### src/rtl/flag_unit.sv
// Architectural {O,S,C,Z} flag register with registered branch-condition evaluation.
// Optional forwarding of same-cycle flag updates into queries: define FLAG_BYPASS_EN.
module flag_unit #(
   parameter int unsigned FLAG_W = 4,
   parameter int unsigned COND_W = 3
) (
   input  logic              clk,
   input  logic              rst,
   input  logic              alu_valid,
   input  logic [4:0]        alu_op,
   input  logic              alu_O,
   input  logic              alu_S,
   input  logic              alu_C,
   input  logic              alu_Z,
   input  logic              flag_we_ext,
   input  logic [FLAG_W-1:0] flag_in,
   input  logic              cond_valid,
   input  logic [COND_W-1:0] cond_sel,
   input  logic              cond_inv,
   output logic              stall,
   output logic              cond_ready,
   output logic              cond_result,
   output logic [FLAG_W-1:0] flags
);

   // ALU opcode encoding; codes 24..31 are undefined and update nothing.
   localparam logic [4:0] OpAdd      = 5'd0;
   localparam logic [4:0] OpAddInc   = 5'd1;
   localparam logic [4:0] OpIncA     = 5'd2;
   localparam logic [4:0] OpSubDec   = 5'd3;
   localparam logic [4:0] OpSub      = 5'd4;
   localparam logic [4:0] OpDecA     = 5'd5;
   localparam logic [4:0] OpLsl      = 5'd6;
   localparam logic [4:0] OpAsr      = 5'd7;
   localparam logic [4:0] OpZeros    = 5'd8;
   localparam logic [4:0] OpAnd      = 5'd9;
   localparam logic [4:0] OpAndNotA  = 5'd10;
   localparam logic [4:0] OpAndNotB  = 5'd11;
   localparam logic [4:0] OpPassA    = 5'd12;
   localparam logic [4:0] OpXor      = 5'd13;
   localparam logic [4:0] OpOr       = 5'd14;
   localparam logic [4:0] OpNand     = 5'd15;
   localparam logic [4:0] OpXnor     = 5'd16;
   localparam logic [4:0] OpPassNotA = 5'd17;
   localparam logic [4:0] OpOrNotA   = 5'd18;
   localparam logic [4:0] OpPassNotB = 5'd19;
   localparam logic [4:0] OpOrNotB   = 5'd20;
   localparam logic [4:0] OpNor      = 5'd21;

   typedef enum logic [0:0] {StIdle, StResp} state_e;

   state_e            state_q, state_d;
   logic [FLAG_W-1:0] flags_q, flags_d;
   logic [FLAG_W-1:0] op_mask, upd_mask, alu_flags, eval_flags;
   logic              result_q, cond_eval, accept;

   assign alu_flags = {alu_O, alu_S, alu_C, alu_Z};

   always_comb begin
      op_mask = '0;
      case (alu_op)
         OpAdd, OpAddInc, OpIncA, OpSubDec, OpSub, OpDecA: op_mask = 4'b1111;
         OpLsl, OpAsr:                                      op_mask = 4'b0111;
         OpZeros:                                           op_mask = 4'b0001;
         OpAnd, OpAndNotA, OpAndNotB, OpPassA, OpXor, OpOr, OpNand, OpXnor,
         OpPassNotA, OpOrNotA, OpPassNotB, OpOrNotB, OpNor: op_mask = 4'b0101;
         default:                                           op_mask = 4'b0000;
      endcase
   end

   // A context restore overrides any ALU update in the same cycle.
   always_comb begin
      upd_mask = '0;
      flags_d  = flags_q;
      if (flag_we_ext) begin
         upd_mask = '1;
         flags_d  = flag_in;
      end else if (alu_valid) begin
         upd_mask = op_mask;
         flags_d  = (flags_q & ~op_mask) | (alu_flags & op_mask);
      end
   end

`ifdef FLAG_BYPASS_EN
   assign stall      = 1'b0;
   assign eval_flags = flags_d;
`else
   assign stall      = !rst && cond_valid && (upd_mask != '0);
   assign eval_flags = flags_q;
`endif

   assign accept = cond_valid && !stall;

   // Reserved selectors force 0 regardless of cond_inv.
   always_comb begin
      cond_eval = 1'b0;
      case (cond_sel)
         3'd0:    cond_eval = 1'b1 ^ cond_inv;
         3'd1:    cond_eval = eval_flags[2] ^ cond_inv;
         3'd2:    cond_eval = eval_flags[0] ^ cond_inv;
         3'd3:    cond_eval = eval_flags[1] ^ cond_inv;
         3'd4:    cond_eval = (eval_flags[2] | eval_flags[0]) ^ cond_inv;
         3'd5:    cond_eval = eval_flags[3] ^ cond_inv;
         default: cond_eval = 1'b0;
      endcase
   end

   always_comb begin
      state_d = StIdle;
      unique case (state_q)
         StIdle:  state_d = accept ? StResp : StIdle;
         StResp:  state_d = accept ? StResp : StIdle;
         default: state_d = StIdle;
      endcase
   end

   always_ff @(posedge clk or posedge rst) begin
      if (rst) begin
         state_q  <= StIdle;
         flags_q  <= '0;
         result_q <= 1'b0;
      end else begin
         state_q <= state_d;
         flags_q <= flags_d;
         if (accept) begin
            result_q <= cond_eval;
         end
      end
   end

   assign cond_ready  = (state_q == StResp);
   assign cond_result = result_q;
   assign flags       = flags_q;

endmodule

### config.mk
export PLATFORM = sky130hd
export DESIGN_NAME = flag_unit
export DESIGN_NICKNAME = d
export VERILOG_FILES = /design/src/rtl/flag_unit.sv
export SDC_FILE = /design/constraint.sdc
export NUM_CORES = 1
export LEC_CHECK = 0
export ABC_AREA = 1
export CAP_MARGIN = 20
export CORE_AREA = 2 2 39 41
export DETAILED_ROUTE_END_ITERATION = 8
export DIE_AREA = 0 0 41 43
export DONT_BUFFER_PORTS = 1
export GPL_ROUTABILITY_DRIVEN = 0
export REMOVE_ABC_BUFFERS = 1
export SYNTH_ARGS = -nofsm -noshare
export SYNTH_HDL_FRONTEND = slang
export SYNTH_SLANG_ARGS = --single-unit
export TNS_END_PERCENT = 20
### constraint.sdc
create_clock -name clk -period 1.13 [get_ports clk]
set_input_delay 0.226 -clock clk [delete_from_list [all_inputs] [get_ports clk]]
set_output_delay 0.226 -clock clk [all_outputs]
set_load 0.05 [all_outputs]
==> metrics, run 1 <==
htree depth 1; initial antenna violation count 0; Worst setup EP type output port; largest net degree at the start of global routing 8; Core ar. 1380 um^2; final setup vio count 0; die height 43 um; buffers and inverters on the worst path 2; Syn Area/Cell 6.05 um^2; Top Ports 29; #FFs+latches synth 6; CTS tree yes; CP max stage delay 380 ps; FP Rows 14; Die X-Extent 41 um; cells along the critical path buf_4 -> buf_6; hold_ws 92.2 ps; PortBufs 0; sequential fraction of the synthesis area 0.340; Setup WS pre-CTS 22.4 ps; worst skew pair latency 240 ps; clock buffer depth 2; crit-path leading delay family flip-flops; Tot GR Track Use 0.148; Synth area leader dfrtp_1; DRT iter0 DRCs 7; NumNets Final 113; total vias in the final route 521; Worst Clk Skew 7.97 ps; PwrDens 1180 nW/um^2; Fmax achieved 886 MHz; clk sinks 6; Detailed Route WL 1140 um; ANT nets after route 0; startpoint types flop; TNS Setup 0 ps; Crit Path Max Fanout 2; first-pass GRT wire length 1810 um; Max-cap violations 0; register clock-pin slew on the reported worst setup and hold paths 50 ps; worst setup path class flop to output port; status finished clean; relative slew slack 0.709; Peak supply drop 0.448 mV; total grt overflow 0; placed insts 99; detail-routed via count per cell 4.96; fin. max-slew vios 0; total CTS buffers 3; crit path time final 1130 ps; final worst path period share 0.998; post-synth top area share 0.340; Gate Count Post-Synth 73; endpoints failing hold 0; RSZ-0062 raised after global routing true; CTS Root Buffer Type clkbuf_4; die area 1760 um^2; Synth Warn # 0; synth-to-layout area growth 42.2%; Yosys cell types 15; worst path arrival time 900 ps; vias in the first global route 480; worst slew pin tran 436 ps; area of the mapped netlist 442 um^2; routed len/inst 10.8 um; HP Class input port to flop; ant diodes 0; Finished Layout Cells 105; layout cells sized above 1 0.281; hpwl dp 918 um; WP data required 900 ps; LEAKAGE 0.339 nW; top post-synthesis cells by area dfrtp_1 34%, nand2_1 22%, nand3_1 10%; Remaining DRCs 0; DRT Pass-1 Iters 3; Worst path slowest cell dfrtp_1; Worst Slack Setup Final 1.76 ps; Initial Util 0.319
==> cells in the final DEF, fill, tap and decap left out, types with 2 or more instances in the layout <==
cell	n
nand3_2	2
nor2_1	8
nand2_2	4
dfrtp_1	6
a21oi_1	2
clkbuf_4	3
buf_4	9
a31oi_1	2
nand2_1	22
o21ai_0	2
inv_2	3
inv_1	9
nand3_1	7
==> worst reg2reg max path, cell delays in order (launching register included) <==
cell,delay (ps)
dfrtp_1,420
inv_1,70
nand2_1,50
nand3_1,60
nand2_1,70
nor2_1,90
nand2_1,50
nand2_1,70
nand2_2,50
a21oi_2,100
==> report_power, final <==
| group | switching (W) | internal, W |
|---|---|---|
| clock | 0.0000766 | 0.000120 |
| combinational | 0.000170 | 0.000110 |
| sequential | 0.0000244 | 0.000239 |
==> repair_timing <==
action                                 in CTS  in global routing
pin swaps                                   0                  2
hold buffers                                1                  0
setup endpoints to repair                   1                  2
resized for setup                           2                  9
endpoints found under the hold margin       6                  0
setup buffers                               0                  3
==> final cells by class <==
class	instances	area, um^2
Multi-Input combinational cell	55	267
Timing Repair Buffer	13	124
Fill cell	143	756
Clock buffer	3	22.5
Sequential cell	6	150
Inverter	12	45.0
Tap cell	16	20.0
==> cells in the mapped netlist <==
cell type / instances
nand2_1: 26
inv_1: 11
nand3_1: 9
nor2_1: 8
dfrtp_1: 6
a21oi_1: 2
a31oi_1: 2
o21ai_0: 2
a21oi_2: 1
inv_2: 1
nand4_1: 1
nor3_1: 1
nor4_1: 1
o211ai_1: 1
o21bai_1: 1
==> stage by stage <==
stage | cell area [um^2] | power (W) | utilization
finish | 628 | 0.000740 | 0.454
global route | 628 | 0.000791 | 0.454
CTS | 582 | 0.000720 | 0.420
detailed placement | 549 | 0.000514 | 0.397
global placement | 549 | 0.000511 | 0.397
floorplan | 442 | 0.000436 | -
==> kinds of logic (layout without fill, tap and decap cells) <==
group | count (synthesis) | count (layout) | synth area share
AND/OR/NAND/NOR | 46 | 46 | 0.431
buffers and inverters | 12 | 28 | 0.102
AO/OA/AOI/OAI | 9 | 9 | 0.127
flip-flops | 6 | 6 | 0.340
==> path summary, 6_finish.rpt <==
kind	startpoint	depth (start not counted)	slack (ps)	end
worst max-delay path	flop	2	2	flags[0]
worst min-delay path	flag_we_ext	2	90	flop
worst max register to register	flop	9	50	cond_result
worst min register to register	cond_result	2	520	cond_result
max in group asynchronous	rst	3	560	async pin
min in group asynchronous	rst	3	450	cond_ready
==> per-layer routing <==
layer / vias to the layer above / global-route usage / wire length (um)
met1: 230 / 0.180 / 439
met2: 23 / 0.238 / 569
met4: 0 / 0.0800 / 17
met3: 2 / 0.0209 / 109
li1: 266 / - / -
met5: - / 0 / 0
Power figures use the tool's default switching activity.
==> run 2, diff against run 1 <==
--- a/config.mk
+++ b/config.mk
@@ -12,6 +12,7 @@
 export DIE_AREA = 0 0 41 43
 export DONT_BUFFER_PORTS = 1
 export GPL_ROUTABILITY_DRIVEN = 0
+export PLACE_DENSITY = 0.56
 export REMOVE_ABC_BUFFERS = 1
 export SYNTH_ARGS = -nofsm -noshare
 export SYNTH_HDL_FRONTEND = slang
==> run 2 against run 1 <==
Effect of this change: count of clock-buffer cells in the layout unchanged; highest routed layer is now met3; register-to-register slack about the same; worst setup slack better by 32 ps; clock skew down 7.6 ps; via count down 7.5%; first-iteration DRC count up 57%; cell count down 2.9%; routed wire length down 6.0%; largest cell class unchanged; largest power group is now sequential cells; global-route usage down 0.66 points.
==> metrics, run 2 (synthesized netlist as in run 1, its figures left out) <==
fin. max-slew vios 0; DRT iter0 DRCs 11; M1 GR Usage 0.182; LEAKAGE 0.319 nW; Die X-Extent 41 um; worst slew pin tran 436 ps; largest net degree at the start of global routing 8; total vias in the final route 482; most common cell after layout, fill and taps aside nand2_1; Core ar. 1380 um^2; CP max stage delay 400 ps; Fmax achieved 913 MHz; Post-CTS Setup Inserts 0; Worst setup EP type output port; synth-to-layout area growth 31.2%; DRT Pass-1 Iters 3; Max-cap violations 0; worst path arrival time 870 ps; Finished Layout Cells 102; crit path time final 1100 ps; Remaining DRCs 0; detail-routed via count per cell 4.73; RSZ-0062 raised after global routing true; hold_ws 98.0 ps; worst flop-to-flop path endpoint cond_result; htree depth 1; FP Rows 14; die area 1760 um^2; initial antenna violation count 0; NumNets Final 110; PortBufs 0; buffers and inverters on the worst path 1; cells along the critical path buf_4; Worst Clk Skew 0.365 ps; Register-to-Register Path Depth 9; endpoints failing hold 0; ANT nets after route 0; status finished clean; final worst path period share 0.970; WP data required 900 ps; met2 Resource Use GR 0.203; PwrDens 1220 nW/um^2; startpoint types flop; worst skew pair latency 240 ps; Initial Util 0.319; placed insts 98; final setup vio count 0; total power 0.000707 W; register clock-pin slew on the reported worst setup and hold paths 50 ps; routed len/inst 10.5 um; grt met3 use 0.0471; crit-path leading delay family flip-flops; CTS tree yes; Peak supply drop 0.458 mV; vias in the first global route 483; worst setup path class flop to output port; Worst Slack Setup Final 34.1 ps; HP Class input port to flop; Tot GR Track Use 0.142; hpwl dp 904 um; die height 43 um; Crit Path Max Fanout 4; grt peak-use layer met2; CTS Root Buffer Type clkbuf_4; total CTS buffers 3; Worst path slowest cell dfrtp_1; total grt overflow 0; Hold Path Origin flag_we_ext; layout cells sized above 1 0.198; relative slew slack 0.710; Top Ports 29; clk sinks 6; first-pass GRT wire length 1700 um; Hold Path Stages 2; commonest cells after routing, fill and taps aside 26 x nand2_1, 9 x inv_1, 8 x nor2_1, 8 x nand3_1, 8 x buf_4; Detailed Route WL 1070 um; ant diodes 0; Setup WS pre-CTS 21.9 ps; R2R Setup Slk 40 ps; clock buffer depth 2
-- run 2: changes by cell type in the layout (fill, tap and decap cells not counted), sizes merged --
cell	previous run	this run
buf	12	9
-- run 2: what timing repair did --
item                                   4_1_cts  5_1_grt
setup endpoints to repair                    0        3
hold buffers                                 1        0
endpoints found under the hold margin        6        0
resized for setup                            0        3
-- run 2: power breakdown --
group,switching [W],total [W],internal [W]
Sequential,0.0000244,0.000263,0.000239
Combinational,0.000160,0.000246,0.0000862
Clock,0.0000780,0.000198,0.000120
-- run 2: area by class of cell --
class / count / area (um^2)
multi-input combinational: 55 / 251
inverter: 12 / 45.0
sequential: 6 / 150
clock buffer: 3 / 22.5
timing repair buffer: 10 / 90.1
tap: 16 / 20.0
fill: 154 / 805
-- run 2: per-layer routing --
metal  routed length [um]  part of all wire  vias to the layer above
met5                    0                 0                        -
met1                  429              0.40                      199
met4                    0                 0                        0
met3                  125              0.12                        0
met2                  513              0.48                       21
li1                     -                 -                      262
-- run 2: how the worst max path moves through the flow --
stage | from | endpoint | slack (ps) | depth (start not counted)
global placement | alu_op[2] | stall | 40 | 8
finish | flop | flags[2] | 30 | 1
floorplan | flop | cond_result | -180 | 9
detailed placement | alu_op[2] | stall | 20 | 8
global route | flop | cond_result | -50 | 8
CTS | alu_op[2] | stall | 20 | 8
-- run 2: stage by stage --
step	utilization	TNS [ps]	cell area, um^2
finish	0.419	0	579
global route	0.419	-71.7	579
CTS	0.415	0	574
detailed placement	0.392	0	542
global placement	0.392	0	542
floorplan	-	-181	442
==> run 3, diff against run 2 <==
--- a/config.mk
+++ b/config.mk
@@ -12,8 +12,8 @@
 export DIE_AREA = 0 0 41 43
 export DONT_BUFFER_PORTS = 1
 export GPL_ROUTABILITY_DRIVEN = 0
-export PLACE_DENSITY = 0.56
 export REMOVE_ABC_BUFFERS = 1
+export SETUP_SLACK_MARGIN = 0.1
 export SYNTH_ARGS = -nofsm -noshare
 export SYNTH_HDL_FRONTEND = slang
 export SYNTH_SLANG_ARGS = --single-unit
==> run 3 against run 2 <==
Effect of this change: the run now ends with setup timing left; die area did not move; cell count increased by 3.9%; non-clock buffer count grew 4; clock skew grew 8.2 ps; critical path depth up 1; worst setup slack got worse by 37 ps; worst hold slack worse by 8.4 ps; register-to-register slack barely moved; final area increased by 18%; core utilization is 7.7 points higher; sequential power about the same; global-route usage up 1.9 points; largest cell class unchanged; largest power group is now combinational logic; highest routed layer is now met4.
==> metrics, run 3 (synthesized netlist as in run 1, its figures left out) <==
die area 1760 um^2; clock buffer depth 2; ant diodes 0; initial antenna violation count 0; endpoints failing hold 0; most common cell after layout, fill and taps aside nand2_1; buffers and inverters on the worst path 2; NetSw 0.000284 W; Worst setup EP type output port; detail-routed via count per cell 4.90; DRT Pass-1 Iters 2; PortBufs 0; Fillers 139; CTS Root Buffer Type clkbuf_4; total CTS buffers 3; DRT iter0 DRCs 1; Die X-Extent 41 um; ANT nets after route 0; final core occ 0.495; Reg power frac 0.342; worst slew pin tran 269 ps; routed len/inst 11.2 um; Detailed Route WL 1190 um; Clk pwr share 0.257; worst path arrival time 910 ps; total vias in the final route 519; worst setup path class flop to output port; hpwl dp 918 um; Remaining DRCs 0; DP Area 549 um^2; failing checks setup timing; P_int 0.000491 W; switching share of power 0.366; total grt overflow 0; Worst Slack Setup Final -2.94 ps; clk sinks 6; final setup vio count 1; NumNets Final 114; die height 43 um; total power 0.000775 W; Worst Clk Skew 8.62 ps; Top Ports 29; relative slew slack 0.819; Design Area, Final 686 um^2; Crit Path Max Fanout 2; crit-path leading delay family flip-flops; Core ar. 1380 um^2; fin. max-slew vios 0; commonest cells after routing, fill and taps aside 17 x nand2_1, 8 x inv_1, 8 x nand2_2, 7 x nor2_1; LEAKAGE 0.351 nW; final worst path period share 1.00; CP max stage delay 380 ps; Tot GR Track Use 0.161; layout cells sized above 1 0.389; Finished Layout Cells 106; synth-to-layout area growth 55.2%; first-pass GRT wire length 1970 um; placed insts 99; HP Class input port to flop; startpoint types flop; PwrDens 1130 nW/um^2; htree depth 1; CTS tree yes; crit path time final 1130 ps; RSZ-0062 raised after global routing true; Fmax achieved 883 MHz; cells along the critical path buf_4 -> buf_6; FP Rows 14; Peak supply drop 0.472 mV; Worst path slowest cell dfrtp_1; Comb power frac 0.401; status finished, violations left; Initial Util 0.319; TNS Setup -2.94 ps; largest net degree at the start of global routing 8; vias in the first global route 510; Max-cap violations 0; register clock-pin slew on the reported worst setup and hold paths 50 ps; worst skew pair latency 250 ps; WP data required 900 ps
-- run 3: changes by cell type in the layout (fill, tap and decap cells not counted) --
cell     delta
nor2_1      -1
nand3_2     +2
inv_2       +1
inv_1       -1
nor2_2      +1
buf_8       +1
dfrtp_1     -1
dfrtp_2     +1
nand2_8     +1
nand2_1     -9
nand3_1     -2
nand2_2     +8
buf_4       -2
buf_6       +5
-- run 3: worst reg2reg max path: cells and delay by family, from the launching register on --
kind | cells | cell delay (ps)
compound gates | 1 | 100
simple gates | 7 | 450
buf+inv | 1 | 80
flops | 1 | 380
-- run 3: path summary, 6_finish.rpt --
kind | from | endpoint | slack (ps) | cells past startpoint
worst max-delay path | flop | flags[0] | -3 | 2
worst min-delay path | flag_we_ext | flop | 90 | 2
worst max register to register | flop | cond_result | 40 | 9
worst min register to register | cond_result | cond_result | 540 | 2
max in group asynchronous | rst | cond_ready | 560 | 3
min in group asynchronous | rst | async pin | 450 | 3
-- run 3: layer usage --
metal / global-route usage / wire [um]
met3: 0.0262 / 95
met2: 0.259 / 605
met5: 0 / 0
met1: 0.193 / 467
met4: 0.0800 / 17
-- run 3: timing repair --
action                                  4_1_cts  5_1_grt
resized for setup                            14       12
buffers inserted                              1        2
pin swaps                                    11       13
hold buffers                                  1        0
endpoints found under the setup margin        8        7
hold endpoints to repair                      6        0
-- run 3: through the flow --
step | worst slack [ps] | hold WS (ps)
after floorplan | -176 | 25.4
after global placement | 38.2 | 102
after detailed placement | 22.4 | 113
after CTS | -1.20 | 88.8
after global routing | -55.8 | 99.6
final | -2.94 | 89.7
-- run 3: layout make-up --
cell class	instances	area, um^2	area share
Multi-Input combinational cell	55	300	0.438
Sequential cell	6	151	0.221
Timing Repair Buffer	14	146	0.214
Inverter	12	45.0	0.0657
Clock buffer	3	22.5	0.0328
Tap cell	16	20.0	0.0292
-- run 3: power groups by stage --
stage / Clock [W] / Sequential (W) / Combinational, W
2_1_floorplan: 0 / 0.000339 / 0.0000969
3_3_place_gp: 0 / 0.000263 / 0.000249
5_1_grt: 0.000223 / 0.000267 / 0.000337
6_report: 0.000199 / 0.000265 / 0.000311
3_5_place_dp: 0 / 0.000264 / 0.000250
4_1_cts: 0.000204 / 0.000266 / 0.000285
